[src/rtl/encoder_ctrl.sv]
// Sequences the 5x5-lane encoder datapath through load, ROUNDS compute passes and store, then pulses done.
// Strobes are decoded combinationally from state and stall; a stall freezes state and both counters.
module encoder_ctrl #(
  parameter int LANES  = 25,
  parameter int ROUNDS = 24,
  parameter int LW     = 5,
  parameter int RW     = 5
) (
  input  logic          clk,
  input  logic          rst,
  input  logic          start,
  input  logic          stall,
  output logic          ready,
  output logic [LW-1:0] lane_idx,
  output logic [RW-1:0] round_idx,
  output logic          mem_rd,
  output logic          stage_en,
  output logic          mem_wr,
  output logic          last_lane,
  output logic          done
);

  typedef enum logic [2:0] {
    IDLE  = 3'd0,
    LOAD  = 3'd1,
    ROUND = 3'd2,
    STORE = 3'd3,
    DONE  = 3'd4
  } state_t;

  localparam logic [LW-1:0] LANE_MAX  = LW'(LANES - 1);
  localparam logic [RW-1:0] ROUND_MAX = RW'(ROUNDS - 1);

  state_t        state;
  state_t        state_nxt;
  logic [LW-1:0] lane_nxt;
  logic [RW-1:0] round_nxt;
  logic [LW-1:0] lane_step;

  assign last_lane = (lane_idx == LANE_MAX);
  // Lane counter wraps to 0 after the last lane so it never leaves 0..LANES-1.
  assign lane_step = last_lane ? '0 : lane_idx + LW'(1);

  always_comb begin
    state_nxt = state;
    lane_nxt  = lane_idx;
    round_nxt = round_idx;
    ready     = 1'b0;
    mem_rd    = 1'b0;
    stage_en  = 1'b0;
    mem_wr    = 1'b0;
    done      = 1'b0;
    case (state)
      IDLE: begin
        ready = 1'b1;
        if (start) begin
          state_nxt = LOAD;
          lane_nxt  = '0;
          round_nxt = '0;
        end
      end
      LOAD: begin
        mem_rd = !stall;
        if (!stall) begin
          lane_nxt = lane_step;
          if (last_lane) state_nxt = ROUND;
        end
      end
      ROUND: begin
        stage_en = !stall;
        if (!stall) begin
          lane_nxt = lane_step;
          if (last_lane) begin
            if (round_idx == ROUND_MAX) begin
              round_nxt = '0;
              state_nxt = STORE;
            end else begin
              round_nxt = round_idx + RW'(1);
            end
          end
        end
      end
      STORE: begin
        mem_wr = !stall;
        if (!stall) begin
          lane_nxt = lane_step;
          if (last_lane) state_nxt = DONE;
        end
      end
      DONE: begin
        done      = 1'b1;
        state_nxt = IDLE;
      end
      default: begin
        state_nxt = IDLE;
        lane_nxt  = '0;
        round_nxt = '0;
      end
    endcase
  end

  always_ff @(posedge clk) begin
    if (rst) begin
      state     <= IDLE;
      lane_idx  <= '0;
      round_idx <= '0;
    end else begin
      state     <= state_nxt;
      lane_idx  <= lane_nxt;
      round_idx <= round_nxt;
    end
  end

endmodule

[config.mk]
export PLATFORM = sky130hd
export DESIGN_NAME = encoder_ctrl
export DESIGN_NICKNAME = d
export VERILOG_FILES = /design/src/rtl/encoder_ctrl.sv
export SDC_FILE = /design/constraint.sdc
export NUM_CORES = 1
export LEC_CHECK = 0
export ABC_AREA = 1
export CORE_UTILIZATION = 40
export DETAILED_ROUTE_END_ITERATION = 6
export GPL_TIMING_DRIVEN = 0
export PLACE_DENSITY = 0.67
export RECOVER_POWER = 25
export REMOVE_ABC_BUFFERS = 1
export SLEW_MARGIN = 20
export SYNTH_ARGS = -nofsm -noshare
export SYNTH_HDL_FRONTEND = slang
export SYNTH_SLANG_ARGS = --single-unit
[constraint.sdc]
create_clock -name clk -period 1.5 [get_ports clk]
set_input_delay 0.375 -clock clk [delete_from_list [all_inputs] [get_ports clk]]
set_output_delay 0.375 -clock clk [all_outputs]
set_load 0.01 [all_outputs]
Word level (Yosys, flattened, before mapping)
Index checks and enable logic that the tools add are counted.
- reductions and logical operators: 7
- mux-type cells: 22
- bitwise logic cells: 2
- add/subtract/negate cells: 2
- equal/unequal tests: 15
- operators by type and width (kind ; number):
    2-to-1 mux 5 bit ; 6
    one-hot mux 5 bit (3 select lines) ; 2
    2-to-1 mux 3 bit ; 8
    inequality test 2 bit, second input constant ; 9
    one-hot mux 3 bit (4 select lines) ; 1
    adder 5 x 1 -> 5 bit, second input constant ; 2
    equality test 5 bit, second input constant ; 2
    AND reduction 8 bit ; 1
    equality test 3 x 2 -> 1 bit, second input constant ; 2
    OR reduction 3 bit ; 2
    2-to-1 mux 1 bit ; 5
    AND reduction 4 bit ; 1
    equality test 3 x 1 -> 1 bit, second input constant ; 1
    equality test 3 bit, second input constant ; 1
    logical NOT 3 bit ; 1
    AND reduction 3 bit ; 1
    NOT 1 bit ; 2
    logical NOT 1 bit ; 1
- input bits: 4
- output and inout bits: 16
- flip-flop bits (word level): 13
- word-level logic and storage cells: 51

Longest topological paths before layout
- word-level depth: 5
- mapped depth: 11
- depth with buffers taken out: 11

Worst setup path after synthesis
Ideal clock, no wire load.
- path kind: reg2reg
- start: register round_idx[0]
- end: register state[0]
- required time: 1.385 ns
- period minus slack after synthesis: 1.349 ns
- stages on the path, launching flop included: 9
- library setup time: 0.115 ns
- buffers on the path: 0
- slack: 0.151 ns
- arrival: 1.233 ns
- path through: dfxtp_1 ha_1 nand2_1 nor2_1 nor2_1 nor2_2 nand3_1 o21ai_0 inv_1
- cells in the longest elaborated chain, start to end: 3
- RTL lines (item ; RTL line ; RTL):
    start: declaration ; 15 ; output logic [RW-1:0] round_idx,
    start signal: assignment ; 110 ; round_idx <= round_nxt;
    equality test 5 bit ; 74 ; if (round_idx == ROUND_MAX) begin
    inequality test 2 bit (no line) ; -- ;
    AND reduction 8 bit (no line) ; -- ;
    end signal: assignment ; 108 ; state <= state_nxt;
    end: declaration ; 34 ; state_t state;
Every way passes these cells.
A chain may end at the register's enable or synchronous reset.

Worst setup path in the final report
- start: register lane_idx[1]
- end: output last_lane
- cells in the longest elaborated chain, start to end: 1
- RTL lines (item ; RTL line ; RTL):
    start: declaration ; 14 ; output logic [LW-1:0] lane_idx,
    start signal: assignment ; 109 ; lane_idx <= lane_nxt;
    equality test 5 bit ; 40 ; assign last_lane = (lane_idx == LANE_MAX);
    end: declaration ; 19 ; output logic last_lane,
Every way passes these cells.

==> flow_metrics.env <==
export IMPL_synth_area_top_cells="dfxtp_1, nand2_1, inv_1"
export IMPL_firstDrtPassIters=4
export IMPL_antenna_left=0
export IMPL_synth_edf_count=0
export IMPL_violations="setup timing"
export IMPL_gr_total_overflow=0
export IMPL_start_util_pct=42.2
export IMPL_viasPerCell=4.73
export IMPL_ys_seq_area_share_pct=31.8
export IMPL_num_vias=951
export IMPL_synth_ff_type="dfxtp_1"
export IMPL_worst_setup_path_type="reg -> out"
export IMPL_report_final_slew_viol_count=0
export IMPL_p_leak_nw=0.672
export IMPL_port_buffers=19
export IMPL_period_share_pct=103
export IMPL_powerDensity_nw_per_um2=1740
export IMPL_grt_total_usage_pct=19.8
export IMPL_yosysWarnings=0
export IMPL_grt_max_degree=8
export IMPL_dpl_hpwl_um=1430
export IMPL_final_cell_mix="nand2_1, inv_1, nor2_1"
export IMPL_num_rows=16
export IMPL_peakVddDrop_uv=1070
export IMPL_fin_crit_ps=1550
export IMPL_routed_wl_um=2220
export IMPL_final_setup_tns_ps=-98.4
export IMPL_worst_pin_slew_ps=291
export IMPL_area_growth_pct=51.6
export IMPL_cap_violations=0
export IMPL_cp_start_kind="flip-flop"
export IMPL_critPathMaxFanout=2
export IMPL_grt_pass1_vias=717
export IMPL_worstSkewPairLatency_ps=280
export IMPL_worst_ep_required_time_ps=1120
export IMPL_ys_types=17
export IMPL_setup_ws_ps=-49.2
export IMPL_grt_pass1_wl_um=3130
export IMPL_coreArea_um2=1940
export IMPL_clock_skew_ps=5.11
export IMPL_synth_area_leader_cell="dfxtp_1"
export IMPL_dr_first_iter_drc_count=23
export IMPL_antenna_cells=0
export IMPL_cp_end_kind="output pin"
export IMPL_dp_cells=182
export IMPL_layout_commonest_cell="nand2_1"
export IMPL_outcome="complete, but fails checks"
export IMPL_synth_async_sr_flop_share_pct=0
export IMPL_numCtsBuffers=3
export IMPL_slew_headroom_pct=80.5
export IMPL_fp_dieW_um=47.3
export IMPL_netlist_instances=136
export IMPL_synth_top_area_share_pct=31.8
export IMPL_cts_tree="built"
export IMPL_synth_area_um2=820
export IMPL_syn_avg_cell_area_um2=6.03
export IMPL_io_pins=20
export IMPL_fmax_ghz=0.645
export IMPL_layoutNonFillerInstCount=201
export IMPL_antenna_found_initial=0
export IMPL_rsz0062_at_grt="true"
export IMPL_drc=0
export IMPL_setup_viol_count_final=3
export IMPL_gp_congestion=0.836
export IMPL_nNetsFinal=182
export IMPL_htree_levels=1
export IMPL_hold_viol=0
export IMPL_die_area_um2=2230
export IMPL_reg2reg_slack_ps=10
export IMPL_drive_above_1_share_pct=36.2
export IMPL_clkSlewWorstSetupHoldPaths_ps=90
export IMPL_die_y_um=47.3
export IMPL_cp_arrival_ps=1170
export IMPL_cts_root_buf="clkbuf_4"
export IMPL_clock_sinks=13
export IMPL_hold_path_class="reg -> reg"
export IMPL_ys_ff_latch=13
export IMPL_ctsHoldBuffers=0
export IMPL_wl_per_cell_um=11.0
export IMPL_clockBufferDepth=2
export IMPL_total_power_mw=2.16
## critical path, cell delays in order (launching register included)
cell     delay [ps]
dfxtp_2         340
inv_2            70
ha_4            130
inv_2            40
nor2_4           90
nand2_2          60
inv_1            50
buf_2           120
## layout make-up
class                      count  area, µm²
clock buffer                   4       26.3
multi-input combinational     96        541
inverter                      27        109
tap                           27       33.8
fill                         184        699
sequential                    13        274
timing repair buffer          34        259
## synthesized netlist by cell type, types with 3 or more instances
master / instances
nand4_1: 3
ha_1: 3
nand3_1: 8
nand2_1: 43
inv_1: 23
inv_2: 4
nor2_2: 4
nor2_1: 19
nor3_1: 4
a21oi_1: 3
nand2_2: 4
dfxtp_1: 13
## path summary, 6_finish.rpt
kind / startpoint / end / cells after the start
worst max-delay path: lane_idx[1] / last_lane / 7
worst min register to register: round_idx[4] / round_idx[4] / 2
worst min-delay path: round_idx[4] / round_idx[4] / 2
worst max register to register: round_idx[0] / state[0] / 8
## per-layer routing
| layer | track usage [%] | vias to the layer above | share of wire [%] |
|---|---|---|---|
| met4 | 6.86 | 0 | 0.41 |
| li1 | - | 492 | - |
| met2 | 31.8 | 14 | 50 |
| met1 | 26.5 | 443 | 47 |
| met3 | 3.46 | 2 | 3.0 |
| met5 | 0 | - | 0 |
## sequential cells by signal, indices dropped and copies added (netlist names)
name / count
lane_idx: 5
round_idx: 5
state: 3
## logic make-up (layout without fill, tap and decap cells)
group	Yosys count	count (layout)	synth area share, %
DFF	13	13	31.8
AOI/OAI and AO/OA	6	6	4.58
adders and majority gates	3	3	4.58
buffers and inverters	27	65	12.4
and+or+nand+nor	87	87	46.7
## stage by stage
step	utilization, %	worst slack (ps)	instance area (µm²)	hold WS, ps
floorplan	-	151	820	444
global placement	53.7	-490	1040	492
detailed placement	53.7	-526	1040	490
CTS	59.3	-89.4	1150	488
global route	64.0	-125	1240	528
finish	64.0	-49.2	1240	501
## power by group
part / total (mW) / internal, mW / switching [mW]
Clock: 0.222 / 0.103 / 0.119
Sequential: 0.554 / 0.448 / 0.106
Combinational: 1.38 / 0.573 / 0.812
Total: 2.16 / 1.12 / 1.04
## timing repair
item,4_1_cts,5_1_grt
pin swaps,6,10
buffers inserted,9,6
setup endpoints to repair,20,16
gates resized for setup,57,16
Power figures use the tool's default switching activity.
==> RTL edit 1 (same flow settings) <==
One comparison of `round_idx` changes from == to >=.
--- a/src/rtl/encoder_ctrl.sv
+++ b/src/rtl/encoder_ctrl.sv
@@ -72,5 +72,5 @@
           lane_nxt = lane_step;
           if (last_lane) begin
-            if (round_idx == ROUND_MAX) begin
+            if (round_idx >= ROUND_MAX) begin
               round_nxt = '0;
               state_nxt = STORE;
Formal check against the unedited RTL: same outputs for any inputs over 10 cycles, from zero or initial values and one cycle with rst high; that may be too few to reach the edited logic, so the function may still have changed.
==> RTL edit 1 against the original RTL <==
The flow still finishes with violations (negative setup slack). Hold slack got worse by 0.012 ns. Sequential power is 7.2% lower. Fmax is 0.55% lower. Setup slack worse by 0.0086 ns. Power fell by 5.3%. Final area is 0.60% higher. Routed wire length is 3.8% lower. Sequential cell count unchanged. Synthesized area fell by 1.1%. Utilization rose by 4.7 points. Via count shrank 6.7%. Critical path type unchanged. Critical endpoint unchanged. Largest power group unchanged.
==> RTL edit 1: results (changes against the original RTL) <==
stage,metric,value,unit,change
yosys,Netlist cell types,22,,+5
timing,Setup TNS,-0.163,ns,-0.0643 ns
place,post-place setup slack,-0.603,ns,-0.0768 ns
drt,DRC errors left,0,,unchanged
global_route,first-pass GRT wire length,3120,µm,-0.22%
timing,clk_skew,0.0135,ns,+0.00843 ns
finish,layout cell share with drive strength beyond 1,41.7,%,+5.5 points
status,failing checks,negative setup slack,,
yosys,synth cell count leaders,"nand2_1, inv_1, nor2_1",,
pwr,Lkg Pwr,0.637,nW,-5.2%
worst_setup_path,Crit-path slowest cell,dfxtp_2,,
worst_setup_path,Reg2Reg Launch Point,state[2]$_SDFFE_PP0P_,,
worst_setup_path,r2r endpoint,lane_idx[2]$_SDFFE_PP0P_,,
min_path,Hold Startpoint,round_idx[1]$_SDFFE_PP0P_,,
finish,nets@finish,164,,-9.9%
finish,diode count,0,,unchanged
cts,"CTS clk-pin slew, worst paths",0.09,ns,about the same
drt,total iterations of the first detailed-routing run,4,,unchanged
drt,routed len/inst,11.8,µm,+6.8%
timing,max_slew headroom,81.2,%,+0.70 points
place,# port buffers,19,,unchanged
min_path,Hold Path Stages,2,,unchanged
min_path,Worst Hold Class,reg -> reg,,
drt,Detailed Route Iter0 Violations,26,,+13%
global_route,vias in the first global route,751,,+4.7%
status,status,"complete, but fails checks",,
yosys,Main synth FF type,dfxtp_1,,
yosys,synth top area cells,"dfxtp_1, nand2_1, inv_1, nor2_1, ha_1",,
global_route,total track usage,20.3,%,+0.47 points
worst_setup_path,crit-path max cell delay,0.34,ns,about the same
worst_setup_path,R2R cell count,8,,unchanged
cts,root buf cell,clkbuf_4,,
finish,Top Registers,"lane_idx: 5 flops, round_idx: 5 flops, state: 3 flops",,
worst_setup_path,CP Max Fanout,2,,unchanged
worst_setup_path,"CP delay by family, top",flip-flops,,
global_route,initial antenna violation count,0,,unchanged
drt,routed vias,887,,-6.7%
place,DPL Wire Length,1270,µm,-11%
finish,Fill cells,156,,-15%
cts,deepest clock path buffer count,2,,unchanged
cts,H-Tree Depth,1,,unchanged
place,area post-placement,1010,µm²,-3.2%
yosys,sequential fraction of the synthesis area,32.1,%,+0.34 points
place,Placer Congestion,0.799,,-4.5%
cts,clk_lat worst skew,0.28,ns,about the same
timing,fin worst setup slack,-0.0578,ns,-0.00863 ns
worst_setup_path,"Arr. time, crit path",1.18,ns,
worst_setup_path,reg2reg setup slack,0.03,ns,+0.02 ns
yosys,ys async rst share,0,%,unchanged
yosys,Synth Warn #,0,,unchanged
global_route,largest net degree at the start of global routing,9,,+1
min_path,Hold Path Sink,round_idx[1]$_SDFFE_PP0P_,,
cts,CTS buffer count,3,,unchanged
pwr,worst vdd rail ir drop,0.00126,V,+18%
timing,"Setup violations, final",4,,+1
[RTL edit 1: area by class of cell]
class,count,area [µm²],share of cell area [%]
inverters,20,80.1,6.41
repair buffers,37,298,23.8
multi-input cells,82,534,42.7
well taps,25,31.3,2.50
flip-flops and latches,13,279,22.3
clock inverters,1,5.00,0.400
clock buffers,3,22.5,1.80
[RTL edit 1: cell families (layout without fill, tap and decap cells)]
kind of cell / count (synthesis) / count (layout) / synth area share, %
adder cells (fa/ha/maj): 3 / 3 / 4.63
buffers and inverters: 22 / 61 / 12.0
AND/OR/NAND/NOR: 63 / 63 / 37.8
AO/OA/AOI/OAI: 12 / 12 / 9.10
XOR/XNOR: 4 / 4 / 4.32
flip-flops: 13 / 13 / 32.1
[RTL edit 1: through the flow]
step / instances / hold WS (ns) / power [W]
after floorplan: 115 / 0.444 / 0.00109
after global placement: 159 / 0.490 / 0.00134
after detailed placement: 159 / 0.499 / 0.00135
after CTS: 176 / 0.509 / 0.00177
after global routing: 181 / 0.520 / 0.00220
final: 181 / 0.489 / 0.00205
[RTL edit 1: what timing repair did]
| item | in CTS | in global routing |
|---|---|---|
| endpoints found under the setup margin | 18 | 15 |
| gates resized for setup | 60 | 17 |
| pin swaps | 3 | 11 |
| buffers inserted | 13 | 6 |
[RTL edit 1: worst register-to-register path: cells and delay by family (launching register included)]
kind | cells | cell delay, ns
simple gates | 5 | 0.52
buf+inv | 2 | 0.31
xor+xnor | 1 | 0.15
flops | 1 | 0.40
[RTL edit 1: layer usage]
metal	GRT usage [%]	routed length [µm]
met1	26.6	1060
met2	31.9	975
met3	3.46	68
met4	10.3	36
met5	0	0
[RTL edit 1: worst max-delay path by stage]
stage / startpoint / end / slack, ns / cells past startpoint
3_5_place_dp: stall / mem_wr / -0.60 / 3
2_1_floorplan: lane_idx[0]$_SDFFE_PP0P_ / lane_idx[2]$_SDFFE_PP0P_ / 0.06 / 7
3_3_place_gp: stall / mem_wr / -0.66 / 3
4_1_cts: lane_idx[1]$_SDFFE_PP0P_ / last_lane / -0.1 / 5
6_report: lane_idx[1]$_SDFFE_PP0P_ / last_lane / -0.06 / 5
5_1_grt: state[1]$_SDFFE_PP0P_ / stage_en / -0.11 / 5
[RTL edit 1: power breakdown]
part | internal [W] | switching [W]
registers | 0.000428 | 0.0000853
clock network | 0.0000989 | 0.000125
logic | 0.000598 | 0.000711
total | 0.00112 | 0.000922
==> RTL edit 2 (same flow settings) <==
Made on the original files. The parameter `RW` goes from 5 to 10.
--- a/src/rtl/encoder_ctrl.sv
+++ b/src/rtl/encoder_ctrl.sv
@@ -5,5 +5,5 @@
   parameter int ROUNDS = 24,
   parameter int LW     = 5,
-  parameter int RW     = 5
+  parameter int RW     = 10
 ) (
   input  logic          clk,
Ports: changed (resized round_idx); port bits go from 20 to 25. No check against the original RTL was run, so the function may have changed too.
==> RTL edit 2 against the original RTL <==
Synthesized area is 40% higher. Non-clock buffer count is 4 higher. Critical endpoint unchanged. Sequential power is 16% higher. Sequential cell count is 5 higher. Final area is 35% higher. Register-to-register slack hardly changed. Setup slack worse by 0.0029 ns. Count of clock-buffer cells in the layout is 1 lower. Highest routed layer unchanged. Fmax is 0.19% lower. The run still ends with negative setup slack left. Sequential share of layout area is 1.4 points higher. Power is 10% higher. Routed wire length is 33% higher.
==> RTL edit 2: results (changes against the original RTL) <==
stage,metric,value,unit,change
status,status,"complete, but fails checks",,
status,failing checks,negative setup slack,,
yosys,Synth Area in XOR/XNOR,1.52,%,+1.5 points
drt,DR WL met2,1440,µm,+31%
yosys,area fraction in compound gates after synthesis,10.4,%,+5.9 points
worst_setup_path,CP Max Fanout,2,,unchanged
worst_setup_path,worst setup path start,lane_idx[0]$_SDFFE_PP0P_,,
timing,max_slew headroom,73.4,%,-7.2 points
pwr,Lkg Pwr,0.827,nW,+23%
worst_setup_path,"CP delay by family, top",flip-flops,,
timing,"Setup violations, final",3,,unchanged
pwr,P_clk,0.000243,W,+9.5%
pwr,Comb pwr share,62.9,%,-1.2 points
yosys,Netlist cell types,24,,+7
global_route,met2 Usage GRT,29.4,%,-2.3 points
global_route,largest net degree at the start of global routing,10,,+2
global_route,first-pass GRT wire length,4670,µm,+49%
finish,Top Registers,"round_idx: 10 flops, lane_idx: 5 flops, state: 3 flops",,
place,DPL Wire Length,1890,µm,+33%
cts,setup repair bufs after CTS,8,,-1
global_route,met1 Use GR,26.1,%,-0.41 points
yosys,synth top area cells,"dfxtp_1, nand2_1, nor2_1, inv_1, nand3_1",,
global_route,vias in the first global route,1101,,+54%
yosys,sequential fraction of the synthesis area,31.3,%,-0.42 points
global_route,total track usage,18.6,%,-1.2 points
yosys,ys async rst share,0,%,unchanged
global_route,met3 usage,3.02,%,-0.44 points
yosys,synth cell count leaders,"nand2_1, nor2_1, inv_1",,
place,area post-placement,1410,µm²,+35%
place,post-place setup slack,-0.584,ns,-0.0583 ns
pwr,switching power,0.00114,W,+9.6%
drt,met1 wire length,1380,µm,+32%
worst_setup_path,R2R cell count,10,,+2
drt,routed vias,1264,,+33%
timing,clk_skew,0.00710,ns,+0.00199 ns
worst_setup_path,r2r endpoint,round_idx[1]$_SDFFE_PP0P_,,
drt,met3 WL,104,µm,+58%
drt,Detailed Route Iter0 Violations,37,,+61%
yosys,Post-Synth Adder-Cell Area,3.26,%,-1.3 points
min_path,Hold Path Stages,2,,unchanged
finish,nets@finish,233,,+28%
min_path,Hold Startpoint,round_idx[6]$_SDFFE_PP0P_,,
finish,layout cell share with drive strength beyond 1,33.9,%,-2.3 points
worst_setup_path,end of the critical path,last_lane,,
cts,deepest clock path buffer count,2,,unchanged
cts,Post-CTS Resized,83,,+46%
cts,"CTS clk-pin slew, worst paths",0.11,ns,+0.02 ns
cts,clk_lat worst skew,0.29,ns,
timing,fin worst setup slack,-0.0521,ns,-0.00289 ns
pwr,worst vdd rail ir drop,0.00101,V,-5.5%
place,# port buffers,24,,+5
drt,routed len/inst,11.5,µm,+4.5%
min_path,Hold Path Sink,round_idx[6]$_SDFFE_PP0P_,,
place,Placer Congestion,0.845,,+1.1%
==> RTL edit 2: cells by family after synthesis <==
family / after synthesis
flip-flops: 18
buffers and inverters: 35
adder cells (fa/ha/maj): 3
XOR/XNOR: 2
AO/OA/AOI/OAI: 19
AND/OR/NAND/NOR: 107
==> RTL edit 2: metrics by stage <==
stage	TNS [ns]	std cells	total power (W)	hold slack (ns)
after floorplan	0	182	0.00139	0.444
after global placement	-8.02	237	0.00168	0.483
after detailed placement	-8.28	237	0.00169	0.497
after CTS	-0.103	249	0.00217	0.495
after global routing	-1.23	255	0.00257	0.530
final	-0.0839	255	0.00238	0.515
==> RTL edit 2: layout make-up <==
cell class | count | area (µm²)
Clock buffer | 3 | 22.5
Fill cell | 251 | 1050
Inverter | 33 | 129
Multi-Input combinational cell | 132 | 786
Sequential cell | 18 | 394
Tap cell | 31 | 38.8
Timing Repair Buffer | 38 | 312
==> RTL edit 2: worst min-delay path: stages (launching register included) <==
cell and delay [ns]:
dfxtp_2 0.36, nand2_1 0.07, a21oi_1 0.06
